`src/rtl/prio_encoder_hs.sv`:
```
// ---------------------------------------------------------------------------
// prio_encoder_hs
//   Registered N-to-ENC_W priority encoder with valid/ready on both sides.
//   Converts a request vector into the index of a granted bit. Zero vectors
//   and multi-hot vectors are flagged. Optional round-robin start pointer
//   (MODE=1) and optional drain mode (DRAIN=1) that emits one beat per set bit.
//
// Handshake rule (both sides): a transfer happens on a rising clk edge where
//   valid && ready are both high. A producer holds its payload stable while
//   valid is high and ready is low. in_ready never looks at in_valid.
//
// Ports
//   clk        in   1      clock, rising edge
//   rst        in   1      asynchronous reset, active-high
//   in_req     in   N      request vector
//   in_valid   in   1      in_req valid
//   in_ready   out  1      block can accept in_req this cycle
//   out_code   out  ENC_W  index of granted bit (0 for an all-zero vector)
//   out_valid  out  1      out_* valid
//   out_ready  in   1      downstream accepts out_* this cycle
//   out_none   out  1      accepted vector was all-zero
//   out_multi  out  1      accepted vector had more than one bit set
//   out_last   out  1      final beat for the current vector
//   dbg_state  out  1      FSM state for observation (1 = draining)
// ---------------------------------------------------------------------------
module prio_encoder_hs #(
    parameter int N     = 8,
    parameter int ENC_W = $clog2(N),
    parameter int MODE  = 0,
    parameter int DRAIN = 0
) (
    input  logic             clk,
    input  logic             rst,
    input  logic [N-1:0]     in_req,
    input  logic             in_valid,
    output logic             in_ready,
    output logic [ENC_W-1:0] out_code,
    output logic             out_valid,
    input  logic             out_ready,
    output logic             out_none,
    output logic             out_multi,
    output logic             out_last,
    output logic             dbg_state
);

    typedef enum logic {
        S_IDLE  = 1'b0,
        S_DRAIN = 1'b1
    } state_t;

    state_t           r_state;
    state_t           w_state_nxt;

    logic             r_valid;
    logic [ENC_W-1:0] r_code;
    logic             r_none;
    logic             r_multi;
    logic             r_last;
    logic [N-1:0]     r_rem;
    logic [ENC_W-1:0] r_ptr;

    logic             w_slot_free;
    logic             w_accept;
    logic             w_load;
    logic [N-1:0]     w_src;
    logic             w_src_zero;
    logic [ENC_W-1:0] w_start;
    logic [ENC_W-1:0] w_pick;
    logic [N-1:0]     w_rem_nxt;
    logic             w_multi_in;

    // First set bit of v scanning start, start+1, ..., N-1, 0, ..., start-1.
    // The wrap is at N, so non power-of-2 widths never produce a code >= N.
    function automatic logic [ENC_W-1:0] pick_first(input logic [N-1:0]     v,
                                                    input logic [ENC_W-1:0] start);
        logic             found;
        logic [ENC_W-1:0] idx;
        int               j;
        found = 1'b0;
        idx   = '0;
        for (int i = 0; i < N; i++) begin
            j = int'(start) + i;
            if (j >= N) j = j - N;
            if (!found && v[j]) begin
                found = 1'b1;
                idx   = ENC_W'(j);
            end
        end
        return idx;
    endfunction

    assign w_slot_free = !r_valid || out_ready;
    assign w_accept    = in_valid && in_ready;
    assign w_load      = w_accept || ((r_state == S_DRAIN) && w_slot_free);

    // While draining, the pick source is the leftover vector, otherwise the input.
    assign w_src      = (r_state == S_DRAIN) ? r_rem : in_req;
    assign w_src_zero = (w_src == '0);
    assign w_start    = (MODE != 0) ? r_ptr : '0;
    assign w_pick     = pick_first(w_src, w_start);
    assign w_rem_nxt  = w_src & ~(N'(1) << w_pick);
    // x & (x-1) clears the lowest set bit; non-zero means two or more bits set.
    assign w_multi_in = ((in_req & (in_req - N'(1))) != '0);

    // ---------------- FSM: state register ----------------
    always_ff @(posedge clk or posedge rst) begin
        if (rst) r_state <= S_IDLE;
        else     r_state <= w_state_nxt;
    end

    // ---------------- FSM: next state ----------------
    always_comb begin
        w_state_nxt = r_state;
        case (r_state)
            S_IDLE: begin
                if (w_accept && !w_src_zero && (DRAIN != 0) && (w_rem_nxt != '0))
                    w_state_nxt = S_DRAIN;
            end
            S_DRAIN: begin
                if (w_slot_free && (w_rem_nxt == '0))
                    w_state_nxt = S_IDLE;
            end
            default: w_state_nxt = S_IDLE;
        endcase
    end

    // ---------------- FSM: outputs ----------------
    always_comb begin
        in_ready  = (r_state == S_IDLE) && w_slot_free;
        dbg_state = (r_state == S_DRAIN);
    end

    // ---------------- output register, leftover vector, pointer ----------------
    always_ff @(posedge clk or posedge rst) begin
        if (rst) begin
            r_valid <= 1'b0;
            r_code  <= '0;
            r_none  <= 1'b0;
            r_multi <= 1'b0;
            r_last  <= 1'b0;
            r_rem   <= '0;
            r_ptr   <= '0;
        end else if (w_load) begin
            r_valid <= 1'b1;
            r_code  <= w_src_zero ? '0 : w_pick;
            r_none  <= w_src_zero;
            // A drain is only ever entered for a multi-hot vector.
            r_multi <= (r_state == S_DRAIN) ? 1'b1 : w_multi_in;
            // Without drain, extra bits are dropped and every beat is last.
            r_last  <= (DRAIN == 0) || (w_rem_nxt == '0);
            r_rem   <= (DRAIN != 0) ? w_rem_nxt : '0;
            if ((MODE != 0) && !w_src_zero)
                r_ptr <= ((int'(w_pick) + 1) == N) ? '0 : w_pick + 1'b1;
        end else if (out_ready) begin
            r_valid <= 1'b0;
        end
    end

    assign out_valid = r_valid;
    assign out_code  = r_code;
    assign out_none  = r_none;
    assign out_multi = r_multi;
    assign out_last  = r_last;

endmodule

```
`config.mk`:
```
export PLATFORM = sky130hd
export DESIGN_NAME = prio_encoder_hs
export DESIGN_NICKNAME = d
export VERILOG_FILES = /design/src/rtl/prio_encoder_hs.sv
export SDC_FILE = /design/constraint.sdc
export NUM_CORES = 1
export LEC_CHECK = 0
export ABC_AREA = 1
export CAP_MARGIN = 20
export CORE_AREA = 5 5 42 44
export DETAILED_ROUTE_END_ITERATION = 16
export DIE_AREA = 0 0 47 49
export PLACE_DENSITY = 0.79
export SYNTH_ARGS = -nofsm -noshare
export SYNTH_HDL_FRONTEND = slang
export SYNTH_SLANG_ARGS = --single-unit
```
`constraint.sdc`:
```
create_clock -name clk -period 1.9 [get_ports clk]
set_input_delay 0.285 -clock clk [delete_from_list [all_inputs] [get_ports clk]]
set_output_delay 0.285 -clock clk [all_outputs]
set_load 0.1 [all_outputs]
```
==> flow_metrics.tcl <==
set metrics [dict create \
    fmax_mhz 691 \
    rsz0062_at_grt "no" \
    worstSetupEndpointType "primary output" \
    path_clk_slew_ps 60 \
    cellPowerDensity_mw_per_mm2 833 \
    clkSinkCount 8 \
    fin_hold_ws_ps 258 \
    final_util_pct 60.4 \
    reg2reg_slack_ps 610 \
    antenna_found_initial 0 \
    startpoint "out_ready" \
    p_int_uw 366 \
    p_sw_share_pct 48.0 \
    nNetsFinal 128 \
    cts.path.max_buffers 2 \
    die-area_mm2 0.00230 \
    syn_to_final_growth_pct 44.1 \
    track_usage_pct 13.6 \
    num-fill-cells 159 \
    gp_congestion 0.783 \
    slew_viol_final 0 \
    required_ps 1620 \
    finalSetupViolations 0 \
    grt_pass1_vias 579 \
    cts_setup_buffers 0 \
    fin_crit_sh_pct 76.2 \
    pwr-share-clk_pct 20.7 \
    reg2reg_from "out_valid$_DFFE_PP0P_" \
    grt_max_degree 9 \
    skew_ps 13.3 \
    status "complete, no violations" \
    drt-total-wl_um 1390 \
    hpwlAfterDp_um 1180 \
    synth_top_area_share_pct 34.1 \
    worst_pin_slew_ps 306 \
    ys_ff_latch 8 \
    cts_repair_resize_count 0 \
    ys_top_cells_by_count "nand2_1 (29), nor2_1 (17), inv_1 (12)" \
    cts_buffers 3 \
    cts_max_level 1 \
    leakage_uw 0.000452 \
    synthDistinctLibCells 18 \
    synthTopCellsByArea "dfrtp_1 (34%), nand2_1 (19%), nor2_1 (11%)" \
    synth_ff_type "dfrtp_1" \
    cts_hold_buf 0 \
    worst_ep_arrival_time_ps 1160 \
    start_kind "input pin" \
    die_height_um 49 \
    cts-root-buf "clkbuf_4" \
    vdd_drop_max_mv 0.693 \
    syn_area_um2 587 \
    grt.overflow.total 0 \
    ys_seq_area_share_pct 34.1 \
    relSlewSlack_pct 79.6 \
    vias_per_cell 4.76 \
    rr_worst_depth 6 \
    p_comb_share_pct 50.2 \
    synthArstFlopShare_pct 100 \
    synth_most_common_cell "nand2_1" \
    hold_viol_final 0 \
    synth_cells 91 \
    crit_end "in_ready" \
    switching_power_uw 338 \
    clock_latency_ps 260 \
    path_class "input pin to primary output" \
    cap_viol_max_count 0 \
    die_w_um 47 \
    syn_nets 103 \
    yosys.area.top_type "dfrtp_1" \
    antennaDiodeCount 0 \
    initial_utilization_pct 41.9 \
    routedWlPerCell_um 10.6 \
    firstDrtPassIters 4 \
    drtIter0Drc 6 \
    drc 0 \
    finalPower_uw 705 \
    grt_pass1_wl_um 2300 \
    ant_nets 0 \
    period_minus_slack_ps 1450 \
    vias 623 \
    drive_gt1_share_pct 23.5 \
    timing.rr.end "out_last$_DFFE_PP0P_" \
    critPathMaxFanout 2 \
    core_mm2 0.00140 \
    power_frac_seq_pct 29.1 \
    boundaryPins 21 \
    placementRows 14 \
    synth_edf_count 0 \
    finalSetupTns_ps 0 \
    ys_warn_count 0 \
    hp-class "input pin to asynchronous set/reset pin" \
    port_buffers 20 \
    syn_avg_cell_area_um2 6.45 \
    cts_tree "built" \
]
[layer usage]
layer  up-vias  routed length, um  global-route usage (%)
met2        20                725                    22.9
met4         0                 11                    5.53
met1       269                561                    15.7
met5         -                  0                       0
li1        332                  -                       -
met3         2                 94                    3.32
[power by group through the flow]
stage,Clock (uW),Combinational [uW],Sequential (uW)
2_1_floorplan,0,103,358
3_3_place_gp,0,351,208
3_5_place_dp,0,356,208
4_1_cts,149,357,205
5_1_grt,160,375,208
6_report,146,354,205
[how the worst min path moves through the flow]
| stage | startpoint | endpoint | slack (ps) | depth (start not counted) |
|---|---|---|---|---|
| finish | rst | out_code[2]$_DFFE_PP0P_ | 260 | 2 |
| detailed placement | out_last$_DFFE_PP0P_ | out_last$_DFFE_PP0P_ | 470 | 1 |
| global route | rst | out_code[2]$_DFFE_PP0P_ | 290 | 2 |
| floorplan | rst | out_code[0]$_DFFE_PP0P_ | 100 | 1 |
| global placement | out_last$_DFFE_PP0P_ | out_last$_DFFE_PP0P_ | 460 | 1 |
| CTS | rst | out_code[2]$_DFFE_PP0P_ | 270 | 2 |
[cell families (layout without fill, tap and decap cells)]
| family | count (synthesis) | after routing | share of synthesized area, % |
|---|---|---|---|
| buffers and inverters | 15 | 39 | 9.59 |
| AOI/OAI and AO/OA | 4 | 4 | 4.90 |
| and+or+nand+nor | 64 | 64 | 51.4 |
| DFF | 8 | 8 | 34.1 |
[area by class of cell]
cell class | instances | area (um^2) | share of cell area [%]
clock buffer | 4 | 26.3 | 3.11
multi-input combinational | 68 | 338 | 39.9
inverter | 15 | 56.3 | 6.66
sequential | 8 | 203 | 24.0
tap | 16 | 20.0 | 2.37
timing repair buffer | 20 | 203 | 24.0
[critical path, stage by stage]
cell and delay (ps):
clkdlybuf4s50_1 490, nor2_2 70, nor2_4 140, buf_12 180
[registers in the layout, indices dropped and copies added (netlist names)]
signal and cells:
dbg_state 1, out_code 3, out_last 1, out_multi 1
out_none 1, out_valid 1
[placed cells by master, fill, tap and decap left out, types with 3 or more instances in the layout]
cell type / instances
buf_4: 7
clkbuf_4: 3
clkdlybuf4s50_1: 11
dfrtp_1: 6
inv_1: 12
inv_2: 3
nand2_1: 29
nand3_1: 4
nand4_1: 3
nor2_1: 16
nor2_4: 3
[metrics by stage]
stage | cell area [um^2] | instances | setup WS, ps
2_1_floorplan | 597 | 91 | 118
3_3_place_gp | 820 | 127 | 330
3_5_place_dp | 820 | 127 | 269
4_1_cts | 846 | 131 | 446
5_1_grt | 846 | 131 | 403
6_report | 846 | 131 | 453
Note: power is estimated with default switching activity, not from simulation.
==> RTL edit 1, RTL diff (same flow settings) <==
Reset style: synchronous (`rst`), changed in 2 clocked blocks. Comments in the files are not updated.
--- a/src/rtl/prio_encoder_hs.sv
+++ b/src/rtl/prio_encoder_hs.sv
@@ -105,3 +105,3 @@
     // ---------------- FSM: state register ----------------
-    always_ff @(posedge clk or posedge rst) begin
+    always_ff @(posedge clk) begin
         if (rst) r_state <= S_IDLE;
@@ -133,3 +133,3 @@
     // ---------------- output register, leftover vector, pointer ----------------
-    always_ff @(posedge clk or posedge rst) begin
+    always_ff @(posedge clk) begin
         if (rst) begin
Function: differs if rst is asserted again (counterexample within 4 cycles, from zero or initial values and one cycle with rst high); with rst held inactive, the same outputs for 10 cycles.
==> RTL edit 1 against the original RTL <==
Total power is 30% lower; critical path depth unchanged; setup slack lost 190 ps; sequential cell count is the same; cell count increased by 2.3%; sequential power is 12% lower; global-route usage decreased by 1.1 points; clock power down 9%; routed wire length fell by 6.4%; synthesized area down 7.5%; design area shrank 8.3%; via count decreased by 1.6%; clock skew fell by 12 ps; synthesized cell count grew 5.5%; critical endpoint unchanged; largest power group is now registers.
==> RTL edit 1: results <==
<?xml version="1.0" encoding="UTF-8"?>
<metrics>
  <group name="global_routing">
    <metric name="track_usage" unit="%">12.48</metric>
    <metric name="global_route_wire_length_before_repair" unit="um">2173</metric>
    <metric name="vias_in_the_first_global_route" unit="">557</metric>
  </group>
  <group name="detailed_routing">
    <metric name="drt_iter0_markers" unit="">9</metric>
    <metric name="vias_per_cell" unit="">4.575</metric>
    <metric name="wl_per_cell" unit="um">9.724</metric>
    <metric name="via_count" unit="">613</metric>
  </group>
  <group name="yosys">
    <metric name="sequential_cell_area_fraction_in_the_yosys_report" unit="%">29.49</metric>
    <metric name="synth_fp_nets" unit="">108</metric>
    <metric name="number_of_unique_standard_cell_types_used_by_synthesis" unit="">17</metric>
    <metric name="fraction_of_the_mapped_netlist_area_in_compound_gates" unit="%">9.908</metric>
    <metric name="yosys-top-cells-count" unit="">sky130_fd_sc_hd__nand2_1, sky130_fd_sc_hd__nor2_1, sky130_fd_sc_hd__inv_1</metric>
    <metric name="post_synth.cell_area_avg" unit="sq um">5.656</metric>
    <metric name="synth_top_area_cells" unit="">sky130_fd_sc_hd__dfxtp_1, sky130_fd_sc_hd__nand2_1, sky130_fd_sc_hd__nor2_1</metric>
  </group>
  <group name="power_and_ir_drop">
    <metric name="ir_drop" unit="uV">413.1</metric>
    <metric name="total_leakage_power" unit="nW">0.4002</metric>
  </group>
  <group name="timing">
    <metric name="finalClockSkew" unit="ps">1.160</metric>
    <metric name="timing_worst_slew_pin_value" unit="ps">461.5</metric>
  </group>
  <group name="final_layout">
    <metric name="drive_gt1_share" unit="%">18.64</metric>
  </group>
  <group name="min_path">
    <metric name="hold_path.class" unit="">reg -&gt; reg</metric>
  </group>
  <group name="clocking">
    <metric name="cts_setup_buffers" unit="">0</metric>
    <metric name="clkTransAtPathRegs" unit="ps">60</metric>
  </group>
  <group name="place">
    <metric name="finalWeightedCongestion" unit="">0.8052</metric>
    <metric name="dp_hpwl" unit="um">1076</metric>
    <metric name="numPlacedInstances" unit="">131</metric>
  </group>
  <group name="outcome">
    <metric name="run_status" unit="">completed</metric>
  </group>
  <group name="worst_setup_path">
    <metric name="worst_ep_arrival_time" unit="ps">1350</metric>
    <metric name="worst-path-max-fanout" unit="">4</metric>
  </group>
</metrics>
RTL edit 1: cell count changes after synthesis, sizes merged, moves of 3 or more:
cell,change
dfrtp,-8
nand2,-3
or2,-3
dfxtp,+8
nand4,-3
a21oi,+4
nor2,+7
RTL edit 1: critical path, cell delays in order:
cell and delay, ps:
sky130_fd_sc_hd__clkdlybuf4s50_1 410, sky130_fd_sc_hd__nor2_1 380, sky130_fd_sc_hd__nor2_4 90, sky130_fd_sc_hd__buf_12 180
RTL edit 1: per-layer routing:
layer	wire, um	GRT usage (%)	vias up
met4	0	5.991	0
met5	0	0	-
met2	667	19.68	10
met3	54	2.583	0
met1	580	15.45	264
li1	-	-	339
RTL edit 1: stage by stage:
step / instance area, sq um / util, % / worst slack (ps) / total power [W] / hold slack (ps)
6_report: 775.7 / 55.36 / 261.1 / 0.0004908 / 466.7
3_5_place_dp: 753.2 / 53.75 / 264.3 / 0.0003624 / 459.3
2_1_floorplan: 553.0 / - / 154.1 / 0.0003066 / 510.4
5_1_grt: 775.7 / 55.36 / 194.9 / 0.0005186 / 490.5
4_1_cts: 775.7 / 55.36 / 254.3 / 0.0004972 / 468.2
3_3_place_gp: 753.2 / 53.75 / 271.1 / 0.0003599 / 456.4
RTL edit 1: cell type report:
cell class | instances | area (sq um) | area share [%]
clock buffer | 3 | 22.52 | 2.903
inverter | 14 | 52.55 | 6.774
multi-input combinational | 73 | 327.8 | 42.26
sequential | 8 | 162.7 | 20.97
tap | 16 | 20.02 | 2.581
timing repair buffer | 20 | 190.2 | 24.52
RTL edit 1: worst paths after layout:
kind | start | end | slack, ps
min reg2reg | out_code[1] | out_code[1] | 470
max | out_ready | in_ready | 260
min | out_code[1] | out_code[1] | 470
max reg2reg | out_valid | out_code[0] | 710
RTL edit 1: cells by family after synthesis:
kind of cell | after synthesis
simple gates | 64
flops | 8
buf+inv | 15
compound gates | 9
RTL edit 1: power breakdown:
part           switching, W  internal (W)  leakage (nW)  total, W
clock             0.0000601     0.0000725        0.0138  0.000133
combinational      0.000121     0.0000557         0.320  0.000177
sequential       0.00000429      0.000177        0.0665  0.000181
==> RTL edit 2, RTL diff (same flow settings) <==
Without the edit above. Change the parameter `N` from 8 to 4.
--- a/src/rtl/prio_encoder_hs.sv
+++ b/src/rtl/prio_encoder_hs.sv
@@ -26,3 +26,3 @@
 module prio_encoder_hs #(
-    parameter int N     = 8,
+    parameter int N     = 4,
     parameter int ENC_W = $clog2(N),
Interface: changed (resized in_req and out_code); port bits go from 21 to 16. The function was not compared with the original's and may differ.
==> RTL edit 2 against the original RTL <==
Sequential cell count down 1; first-iteration DRC count down 33%; setup slack worse by 150 ps; synthesized area down 36%; routed wire length down 43%; clock skew down 13 ps; total power down 25%; design area down 33%.
==> RTL edit 2: results <==
<?xml version="1.0" encoding="UTF-8"?>
<metrics>
  <group name="worst_setup_path">
    <metric name="worst_r2r_startpoint" unit="">dbg_state</metric>
    <metric name="cpLargestDelayFamily" unit="">buffers and inverters</metric>
    <metric name="cp_slowest_stage_delay" unit="ps">450</metric>
    <metric name="worst-path-max-fanout" unit="">4</metric>
    <metric name="worst-r2r-cell-count" unit="">3</metric>
  </group>
  <group name="global_routing">
    <metric name="met1_usage" unit="%">10.09</metric>
    <metric name="track_usage" unit="%">8.009</metric>
    <metric name="global_route_wire_length_before_repair" unit="um">1345</metric>
    <metric name="vias_in_the_first_global_route" unit="">343</metric>
  </group>
  <group name="place">
    <metric name="placed_area" unit="sq um">544.3</metric>
    <metric name="placement.setup.worst_slack" unit="ps">304.6</metric>
    <metric name="finalWeightedCongestion" unit="">0.7244</metric>
  </group>
  <group name="yosys">
    <metric name="yosys-top-cells-count" unit="">sky130_fd_sc_hd__nand2_1, sky130_fd_sc_hd__dfrtp_1, sky130_fd_sc_hd__inv_1</metric>
    <metric name="synth_top_area_cells" unit="">sky130_fd_sc_hd__dfrtp_1, sky130_fd_sc_hd__nand2_1, sky130_fd_sc_hd__inv_1</metric>
    <metric name="synth_fp_nets" unit="">60</metric>
    <metric name="sequential_cell_area_fraction_in_the_yosys_report" unit="%">46.67</metric>
  </group>
  <group name="clocking">
    <metric name="cts_made_buffers" unit="">3</metric>
    <metric name="cts_hold_buf" unit="">0</metric>
  </group>
  <group name="timing">
    <metric name="finalClockSkew" unit="ps">0.3668</metric>
    <metric name="final.hold.worst_slack" unit="ps">264.4</metric>
    <metric name="slew_headroom" unit="%">81.44</metric>
  </group>
  <group name="power_and_ir_drop">
    <metric name="power.share.sequential" unit="%">32.4</metric>
    <metric name="ir_drop" unit="uV">459.2</metric>
    <metric name="comb_power" unit="W">0.000225</metric>
    <metric name="total_leakage_power" unit="nW">0.2964</metric>
  </group>
  <group name="outcome">
    <metric name="run_status" unit="">completed</metric>
  </group>
  <group name="final_layout">
    <metric name="nNetsFinal" unit="">80</metric>
    <metric name="largest_register_ffs" unit="">2</metric>
  </group>
  <group name="detailed_routing">
    <metric name="via_count" unit="">370</metric>
    <metric name="total_routed_wirelength" unit="um">789</metric>
  </group>
</metrics>
[RTL edit 2: cell count changes in the layout (fill, tap and decap cells not counted), moves of 3 or more]
cell,change
sky130_fd_sc_hd__nand2_1,-9
sky130_fd_sc_hd__nand4_1,-3
sky130_fd_sc_hd__clkdlybuf4s50_1,-4
sky130_fd_sc_hd__nor2_4,-3
sky130_fd_sc_hd__inv_1,-7
sky130_fd_sc_hd__nor2_1,-11
[RTL edit 2: metrics by stage]
stage / power [W] / cells
global placement: 0.0003995 / 83
finish: 0.0005307 / 87
CTS: 0.0005367 / 87
detailed placement: 0.0004005 / 83
global route: 0.0005628 / 87
floorplan: 0.0003381 / 52
[RTL edit 2: worst max-delay path by stage]
stage              start       end  slack (ps)  cells after the start
2_1_floorplan  out_valid  in_ready         180                      3
3_3_place_gp   out_ready  in_ready         330                      6
3_5_place_dp   out_ready  in_ready         300                      6
4_1_cts        out_ready  in_ready         300                      6
5_1_grt        out_ready  in_ready         260                      6
6_report       out_ready  in_ready         300                      6
[RTL edit 2: kinds of logic after synthesis]
| kind of cell | Yosys count | share of synthesized area (%) |
|---|---|---|
| AO/OA/AOI/OAI | 6 | 11.67 |
| buffers and inverters | 8 | 8.000 |
| flip-flops | 7 | 46.67 |
| AND/OR/NAND/NOR | 31 | 33.67 |
[RTL edit 2: final cells by class]
cell class / count / area [sq um] / share of cell area [%]
Inverter: 8 / 33.78 / 5.921
Timing Repair Buffer: 15 / 142.6 / 25.00
Tap cell: 16 / 20.02 / 3.509
Multi-Input combinational cell: 37 / 170.2 / 29.82
Clock buffer: 4 / 26.28 / 4.605
Sequential cell: 7 / 177.7 / 31.14
[RTL edit 2: layer usage]
metal | vias up | part of all wire (%)
met2 | 13 | 46
met1 | 156 | 43
met5 | - | 0
met3 | 0 | 11
met4 | 0 | 0
li1 | 201 | -
